<file path="src/rtl/id_ex_operand_stage.sv">
// ID/EX pipeline register with execute-stage operand selection.
// Captures decoded fields and resolves EX/MEM and MEM/WB forwarding
// on the captured register indices. Produces the ALU operands and the
// store data, and detects load-use hazards against the decode stage.
module id_ex_operand_stage #(
  parameter int XLEN       = 32,
  parameter int REG_ADDR_W = 5
) (
  input  logic                  clk,
  input  logic                  rst,
  input  logic                  ValidD,
  input  logic [XLEN-1:0]       RD1D,
  input  logic [XLEN-1:0]       RD2D,
  input  logic [XLEN-1:0]       PCD,
  input  logic [XLEN-1:0]       ImmExtD,
  input  logic [REG_ADDR_W-1:0] Rs1D,
  input  logic [REG_ADDR_W-1:0] Rs2D,
  input  logic [REG_ADDR_W-1:0] RdD,
  input  logic [3:0]            ALUControlD,
  input  logic [1:0]            ALUSrcAD,
  input  logic                  ALUSrcBD,
  input  logic [1:0]            ResultSrcD,
  input  logic                  RegWriteD,
  input  logic                  MemWriteD,
  input  logic                  BranchD,
  input  logic                  JumpD,
  input  logic                  FlushE,
  input  logic                  StallE,
  input  logic [REG_ADDR_W-1:0] RdM,
  input  logic                  RegWriteM,
  input  logic [XLEN-1:0]       ALUResultM,
  input  logic [REG_ADDR_W-1:0] RdW,
  input  logic                  RegWriteW,
  input  logic [XLEN-1:0]       ResultW,
  output logic [XLEN-1:0]       SrcAE,
  output logic [XLEN-1:0]       SrcBE,
  output logic [XLEN-1:0]       WriteDataE,
  output logic [3:0]            ALUControlE,
  output logic [XLEN-1:0]       PCE,
  output logic [XLEN-1:0]       ImmExtE,
  output logic [REG_ADDR_W-1:0] RdE,
  output logic [1:0]            ResultSrcE,
  output logic                  RegWriteE,
  output logic                  MemWriteE,
  output logic                  BranchE,
  output logic                  JumpE,
  output logic                  ValidE,
  output logic                  LoadUseStallD
);

  // All-zero value of this struct is the bubble (and the reset state).
  typedef struct packed {
    logic                  valid;
    logic [XLEN-1:0]       rd1;
    logic [XLEN-1:0]       rd2;
    logic [XLEN-1:0]       pc;
    logic [XLEN-1:0]       imm;
    logic [REG_ADDR_W-1:0] rs1;
    logic [REG_ADDR_W-1:0] rs2;
    logic [REG_ADDR_W-1:0] rd;
    logic [3:0]            alu_ctrl;
    logic [1:0]            srca_sel;
    logic                  srcb_sel;
    logic [1:0]            result_src;
    logic                  regwrite;
    logic                  memwrite;
    logic                  branch;
    logic                  jump;
  } ex_fields_t;

  ex_fields_t ex_reg;
  ex_fields_t d_fields;
  logic [XLEN-1:0] rs1_fwd;
  logic [XLEN-1:0] rs2_fwd;

  // Nearest producer wins: MEM before WB, and x0 is never forwarded.
  function automatic logic [XLEN-1:0] fwd(input logic [REG_ADDR_W-1:0] rs,
                                          input logic [XLEN-1:0]       rf_val);
    if (RegWriteM && (RdM != '0) && (RdM == rs))
      return ALUResultM;
    else if (RegWriteW && (RdW != '0) && (RdW == rs))
      return ResultW;
    else
      return rf_val;
  endfunction

  // Pack the decode-stage fields into the EX record layout.
  always_comb begin
    d_fields            = '0;
    d_fields.valid      = ValidD;
    d_fields.rd1        = RD1D;
    d_fields.rd2        = RD2D;
    d_fields.pc         = PCD;
    d_fields.imm        = ImmExtD;
    d_fields.rs1        = Rs1D;
    d_fields.rs2        = Rs2D;
    d_fields.rd         = RdD;
    d_fields.alu_ctrl   = ALUControlD;
    d_fields.srca_sel   = ALUSrcAD;
    d_fields.srcb_sel   = ALUSrcBD;
    d_fields.result_src = ResultSrcD;
    d_fields.regwrite   = RegWriteD;
    d_fields.memwrite   = MemWriteD;
    d_fields.branch     = BranchD;
    d_fields.jump       = JumpD;
  end

  // Load-use detection; conservatively compares rs2 even when unused.
  // Suppressed while EX is flushed or held since no new fetch advances.
  always_comb begin
    LoadUseStallD = ex_reg.valid && ex_reg.regwrite &&
                    (ex_reg.result_src == 2'b01) && (ex_reg.rd != '0) &&
                    ((ex_reg.rd == Rs1D) || (ex_reg.rd == Rs2D)) &&
                    !FlushE && !StallE;
  end

  // EX register: flush beats stall, stall beats load-use bubble.
  always_ff @(posedge clk or posedge rst) begin
    if (rst)
      ex_reg <= '0;
    else if (FlushE)
      ex_reg <= '0;
    else if (!StallE) begin
      if (LoadUseStallD || !ValidD)
        ex_reg <= '0;
      else
        ex_reg <= d_fields;
    end
  end

  // Forwarded operands and ALU source muxes.
  always_comb begin
    rs1_fwd = fwd(ex_reg.rs1, ex_reg.rd1);
    rs2_fwd = fwd(ex_reg.rs2, ex_reg.rd2);
    unique case (ex_reg.srca_sel)
      2'b00:   SrcAE = rs1_fwd;
      2'b01:   SrcAE = ex_reg.pc;
      default: SrcAE = '0;
    endcase
    SrcBE      = ex_reg.srcb_sel ? ex_reg.imm : rs2_fwd;
    WriteDataE = rs2_fwd;
  end

  assign ALUControlE = ex_reg.alu_ctrl;
  assign PCE         = ex_reg.pc;
  assign ImmExtE     = ex_reg.imm;
  assign RdE         = ex_reg.rd;
  assign ResultSrcE  = ex_reg.result_src;
  assign RegWriteE   = ex_reg.regwrite;
  assign MemWriteE   = ex_reg.memwrite;
  assign BranchE     = ex_reg.branch;
  assign JumpE       = ex_reg.jump;
  assign ValidE      = ex_reg.valid;

endmodule

</file>
<file path="config.mk">
export PLATFORM = sky130hd
export DESIGN_NAME = id_ex_operand_stage
export DESIGN_NICKNAME = d
export VERILOG_FILES = /design/src/rtl/id_ex_operand_stage.sv
export SDC_FILE = /design/constraint.sdc
export NUM_CORES = 1
export LEC_CHECK = 0
export CAP_MARGIN = 20
export CELL_PAD_IN_SITES_DETAIL_PLACEMENT = 1
export CELL_PAD_IN_SITES_GLOBAL_PLACEMENT = 1
export CORE_MARGIN = 2
export CORE_UTILIZATION = 33
export CTS_CLUSTER_SIZE = 28
export DETAILED_ROUTE_END_ITERATION = 6
export PLACE_DENSITY = 0.9
export SYNTH_ARGS = -nofsm -noshare
export SYNTH_HDL_FRONTEND = slang
export SYNTH_SLANG_ARGS = --single-unit
export TNS_END_PERCENT = 5
</file>
<file path="constraint.sdc">
create_clock -name clk -period 10.7 [get_ports clk]
set_input_delay 3.21 -clock clk [delete_from_list [all_inputs] [get_ports clk]]
set_output_delay 3.21 -clock clk [all_outputs]
set_load 0.01 [all_outputs]
</file>
# After elaboration in Yosys (flattened, before gate mapping)
# Index checks and enable logic that the tools add are counted.
dict set report classes {
  mux 9
  multipliers 0
  n_eq_ne 9
  bitwise 0
  shifts 0
  reduce_logical 21
  n_div 0
  n_addsub 0
  magnitude_cmp 0
}
# cell n
set op_table {}
lappend op_table {{2-to-1 mux 157 bit} 3}
lappend op_table {{2-to-1 mux 32 bit} 5}
lappend op_table {{one-hot mux 32 bit (2 select lines)} 1}
lappend op_table {{equality test 5 bit} 6}
lappend op_table {{nonzero test 5 bit} 3}
lappend op_table {{logical AND 1 bit} 12}
lappend op_table {{equality test 2 x 1 -> 1 bit (second input constant)} 2}
lappend op_table {{logical NOT 1 bit} 3}
lappend op_table {{logical NOT 2 bit} 1}
lappend op_table {{logical OR 1 bit} 2}
lappend op_table {{inequality test 2 bit (second input constant)} 1}
dict set report totals {
  romBits 0
  latch_bits 0
  wordCells 55
  out_inout_bits 177
  ramBits 0
  memories 0
  regBits 157
}

# Longest topological paths before layout
# Gate-level depths: netlist of run 1.
dict set report logic_depth {
  word_depth 10
  depth_mapped 7
  depth_no_buf 5
}

# Least setup slack after synthesis of run 1
# No wires, ideal clock.
dict set report synth_path {
  path_type {input to output}
  start {input port RdW[3]}
  end {output port SrcBE[10]}
  cell_stages 7
  arrival_time_ns 4.864
  path_slack_ns 2.626
  path_cell_list {or4_1 > o21a_1 > and3_1 > buf_6 > buf_12 > mux2i_1 > a221oi_1}
}
dict set report synth_between {
  elab_chain_len 6
}
# item line
set synth_rtl {}
lappend synth_rtl {{start, declared} 32} ;# input logic [REG_ADDR_W-1:0] RdW,
lappend synth_rtl {{nonzero test 5 bit} 81} ;# else if (RegWriteW && (RdW != '0) && (RdW == rs))
lappend synth_rtl {{logical AND 1 bit} 81}
lappend synth_rtl {{logical AND 1 bit (*)} 81}
lappend synth_rtl {{2-to-1 mux 32 bit (*)} 81}
lappend synth_rtl {{2-to-1 mux 32 bit (*)} 79} ;# if (RegWriteM && (RdM != '0) && (RdM == rs))
lappend synth_rtl {{2-to-1 mux 32 bit (*)} 140} ;# SrcBE = ex_reg.srcb_sel ? ex_reg.imm : rs2_fwd;
lappend synth_rtl {{end, declared} 36} ;# output logic [XLEN-1:0] SrcBE,
# Every way passes the cells marked *; elsewhere a longest branch is shown, timed or not.

# Worst setup path in the final report of run 1
dict set report layout_path {
  start {input port RdM[4]}
  end {output port WriteDataE[6]}
}
dict set report layout_between {
  elab_chain_len 4
}
# item line
set layout_rtl {}
lappend layout_rtl {{start, declared} 29} ;# input logic [REG_ADDR_W-1:0] RdM,
lappend layout_rtl {{nonzero test 5 bit} 79}
lappend layout_rtl {{logical AND 1 bit} 79}
lappend layout_rtl {{logical AND 1 bit (*)} 79}
lappend layout_rtl {{2-to-1 mux 32 bit (*)} 79}
lappend layout_rtl {{end, declared} 37} ;# output logic [XLEN-1:0] WriteDataE,
# Marks and branches as above.

==> flow_summary.ini, run 1 <==
[outcome]
outcome = completed

[sta]
maxSlewViolCount = 0
rsz0062_at_grt = false
slew_headroom = 0.257
layout_min_cycle_time_ns = 9.71
finClkSkew_ns = 0.0151
fmax_mhz = 103
setup_slack_ns = 0.989
final-hold-violation-count = 0
setup_viol = 0
tns_ns = 0
worstMarginPinSlew_ns = 1.12
post-route-period-util = 0.908

[clocking]
cts_sinks = 157
cts_max_path_buffers = 2
postCtsSetupRepairBufs = 0
clk_latency_ns = 0.42
cts_root_buf = clkbuf_16
cts.repair.resized = 0
cts.clk_slew.worst_paths_ns = 0.06
h-tree-depth = 4
cts_tree = done
cts_hold_buf = 0
cts_buffers = 17

[floorplan]
dieWidth_um = 165
boundaryPins = 414
num_rows = 59
core_mm2 = 0.0258
start_util = 0.333
fp.dieH_um = 165
die_area_mm2 = 0.0274

[power]
cellPowerDensity_mw_per_mm2 = 120
vdd_drop_max_mv = 0.0861
p_leak_nw = 5.27

[synth]
synth_cell_types = 34
ys_ff_latch = 157
avgSynthCellArea_um2 = 10.5
yosysSeqAreaShare = 0.457
syn-num-nets = 1052
netlist_area_mm2 = 0.00859
netlist_instances = 815
yosysWarnings = 0

[critical_path]
required_ns = 7.49
path_class = input port to output pin
worstPathMaxFanout = 53
crit_top_cell = clkdlybuf4s50_1
rrSetupSlack_ns = 8.20
critPathLaunchType = input port
crit_path_end_kind = output pin
crit_path_cell_trace = clkdlybuf4s50_1, xor2_1, nor3_1, nand3_4, buf_12, a21oi_1, clkdlybuf4s50_1
cp_slowest_stage_delay_ns = 0.64
cp.arrival_ns = 6.50
cp_slowest_cell = nand3_4

[final_layout]
largest_reg_flops = 77
post-route-util = 0.500
area_growth_pct = 50.3
layout-drive-gt1-share = 0.0472
fin_nets = 1346

[global_route]
overflow = 0
first_global_vias = 8668
grt_pass1_wl_mm = 52.2
grt_start_max_net_pins = 90
antenna_found_initial = 2
grtUsageTotal = 0.254

[detailed_routing]
postRouteWirelength_mm = 36.0
vias = 8206
ant_nets = 0
avgRoutedWirePerCell_um = 24.7
drt_first_pass_iters = 5
viasPerCell = 5.62
drc_errors = 0
drtIter0Drc = 597

[placement]
gp_congestion = 0.893
io_buffers = 413
hpwl_mm = 25.6
pre_cts_slack_ns = 1.09

[hold_path]
holdCritPathClass = flip-flop to flip-flop

[job]
cap_violations = 0
-- path summary, 6_finish.rpt --
path | depth (start not counted) | from | end
max reg2reg | 6 | RdE[1] | PCE[19]
max in group asynchronous | 3 | rst | ex_reg[6]
min | 1 | ex_reg[155] | ex_reg[155]
min reg2reg | 1 | ex_reg[155] | ex_reg[155]
min in group asynchronous | 2 | rst | ImmExtE[24]
max | 7 | RdM[4] | WriteDataE[6]
-- through the flow --
step           power, W  hold slack (ns)  cell area (um^2)  instances
2_1_floorplan  0.000767            0.472              8590        815
3_3_place_gp   0.000953            0.488             12400       1425
3_5_place_dp   0.000962            0.495             12400       1425
4_1_cts         0.00157            0.510             12900       1457
5_1_grt         0.00161            0.520             12900       1459
6_report        0.00155            0.507             12900       1459
-- area by class of cell --
type,instances,area (um^2)
Antenna cell,2,5.00
Clock buffer,18,439
Clock inverter,14,124
Fill cell,2765,12900
Inverter,33,129
Multi-Input combinational cell,478,3660
Sequential cell,157,3930
Tap cell,335,419
Timing Repair Buffer,422,4210
-- cells by family (layout without fill, tap and decap cells) --
kind of cell              after synthesis  after routing  synth area share
DFF                                   157            157             0.457
other                                   0              2                 0
AOI/OAI and AO/OA                     290            290             0.262
xor gates and xnor gates               30             30            0.0306
buffers and inverters                 180            487             0.124
and+or+nand+nor                        94             94            0.0523
muxes                                  64             64            0.0745
-- routing by layer --
layer / routed length, um / vias to the layer above / track usage
met2: 17900 / 401 / 0.433
met4: 1310 / 0 / 0.114
met5: 0 / - / 0
met3: 2740 / 77 / 0.0619
li1: - / 3576 / -
met1: 14000 / 4152 / 0.303
-- placed cells by master, fill, tap and decap left out, types with 2 or more instances in the layout --
master           instances
a21oi_1                 32
a221oi_1                32
a22o_1                 156
a22oi_1                 32
and4_2                   2
buf_4                    8
clkbuf_16               17
clkdlybuf4s50_1        413
clkinv_2                 2
clkinv_4                 2
dfrtp_1                156
diode_2                  2
inv_1                   32
inv_6                    6
inv_8                    4
mux2i_1                 64
nand2_1                  3
nand3_1                  3
nor2_1                  38
nor2b_4                  2
nor3_1                  36
o21a_1                   2
o21ai_0                  2
o21ai_1                 30
or4_1                    3
xnor2_1                 12
xor2_1                  18
-- worst max-delay path: cells and delay by family --
kind | cells | cell delay (ns)
xor+xnor | 1 | 0.20
simple gates | 2 | 1.19
buf+inv | 3 | 1.54
compound gates | 1 | 0.29
-- cells in the mapped netlist, drive strengths merged --
| cell | count | area share |
|---|---|---|
| nor3 | 36 | 0.021 |
| nor2 | 38 | 0.017 |
| o22ai | 1 | 0.00073 |
| and2 | 1 | 0.00073 |
| inv | 33 | 0.014 |
| clkbuf | 34 | 0.015 |
| nand3 | 5 | 0.0035 |
| buf | 113 | 0.094 |
| a22oi | 32 | 0.028 |
| mux2i | 64 | 0.075 |
| a22o | 156 | 0.16 |
| a21oi | 33 | 0.020 |
| xnor2 | 12 | 0.012 |
| a221oi | 32 | 0.033 |
| nor4 | 1 | 0.00073 |
| or4 | 3 | 0.0026 |
| nand2 | 4 | 0.0017 |
| a31oi | 1 | 0.00073 |
| and3 | 1 | 0.00073 |
| and4 | 2 | 0.0022 |
| nor2b | 2 | 0.0015 |
| nand4b | 1 | 0.0010 |
| o21a | 2 | 0.0017 |
| o21ai | 32 | 0.019 |
| dfrtp | 157 | 0.46 |
| a21o | 1 | 0.00087 |
| xor2 | 18 | 0.018 |
-- report_power, final --
| part | switching, W | internal, W | total, W | leakage (nW) |
|---|---|---|---|---|
| logic | 0.000140 | 0.000177 | 0.000317 | 2.85 |
| clock network | 0.000283 | 0.000314 | 0.000597 | 0.280 |
| registers | 0.0000209 | 0.000615 | 0.000636 | 2.14 |
(Power assumes the default switching activity.)
==> inputs of run 2 (changes only) <==
- SLEW_MARGIN: default -> 20
==> results of run 2 <==
Same layout as run 1: the final DEF is identical, and so are final timing and power.
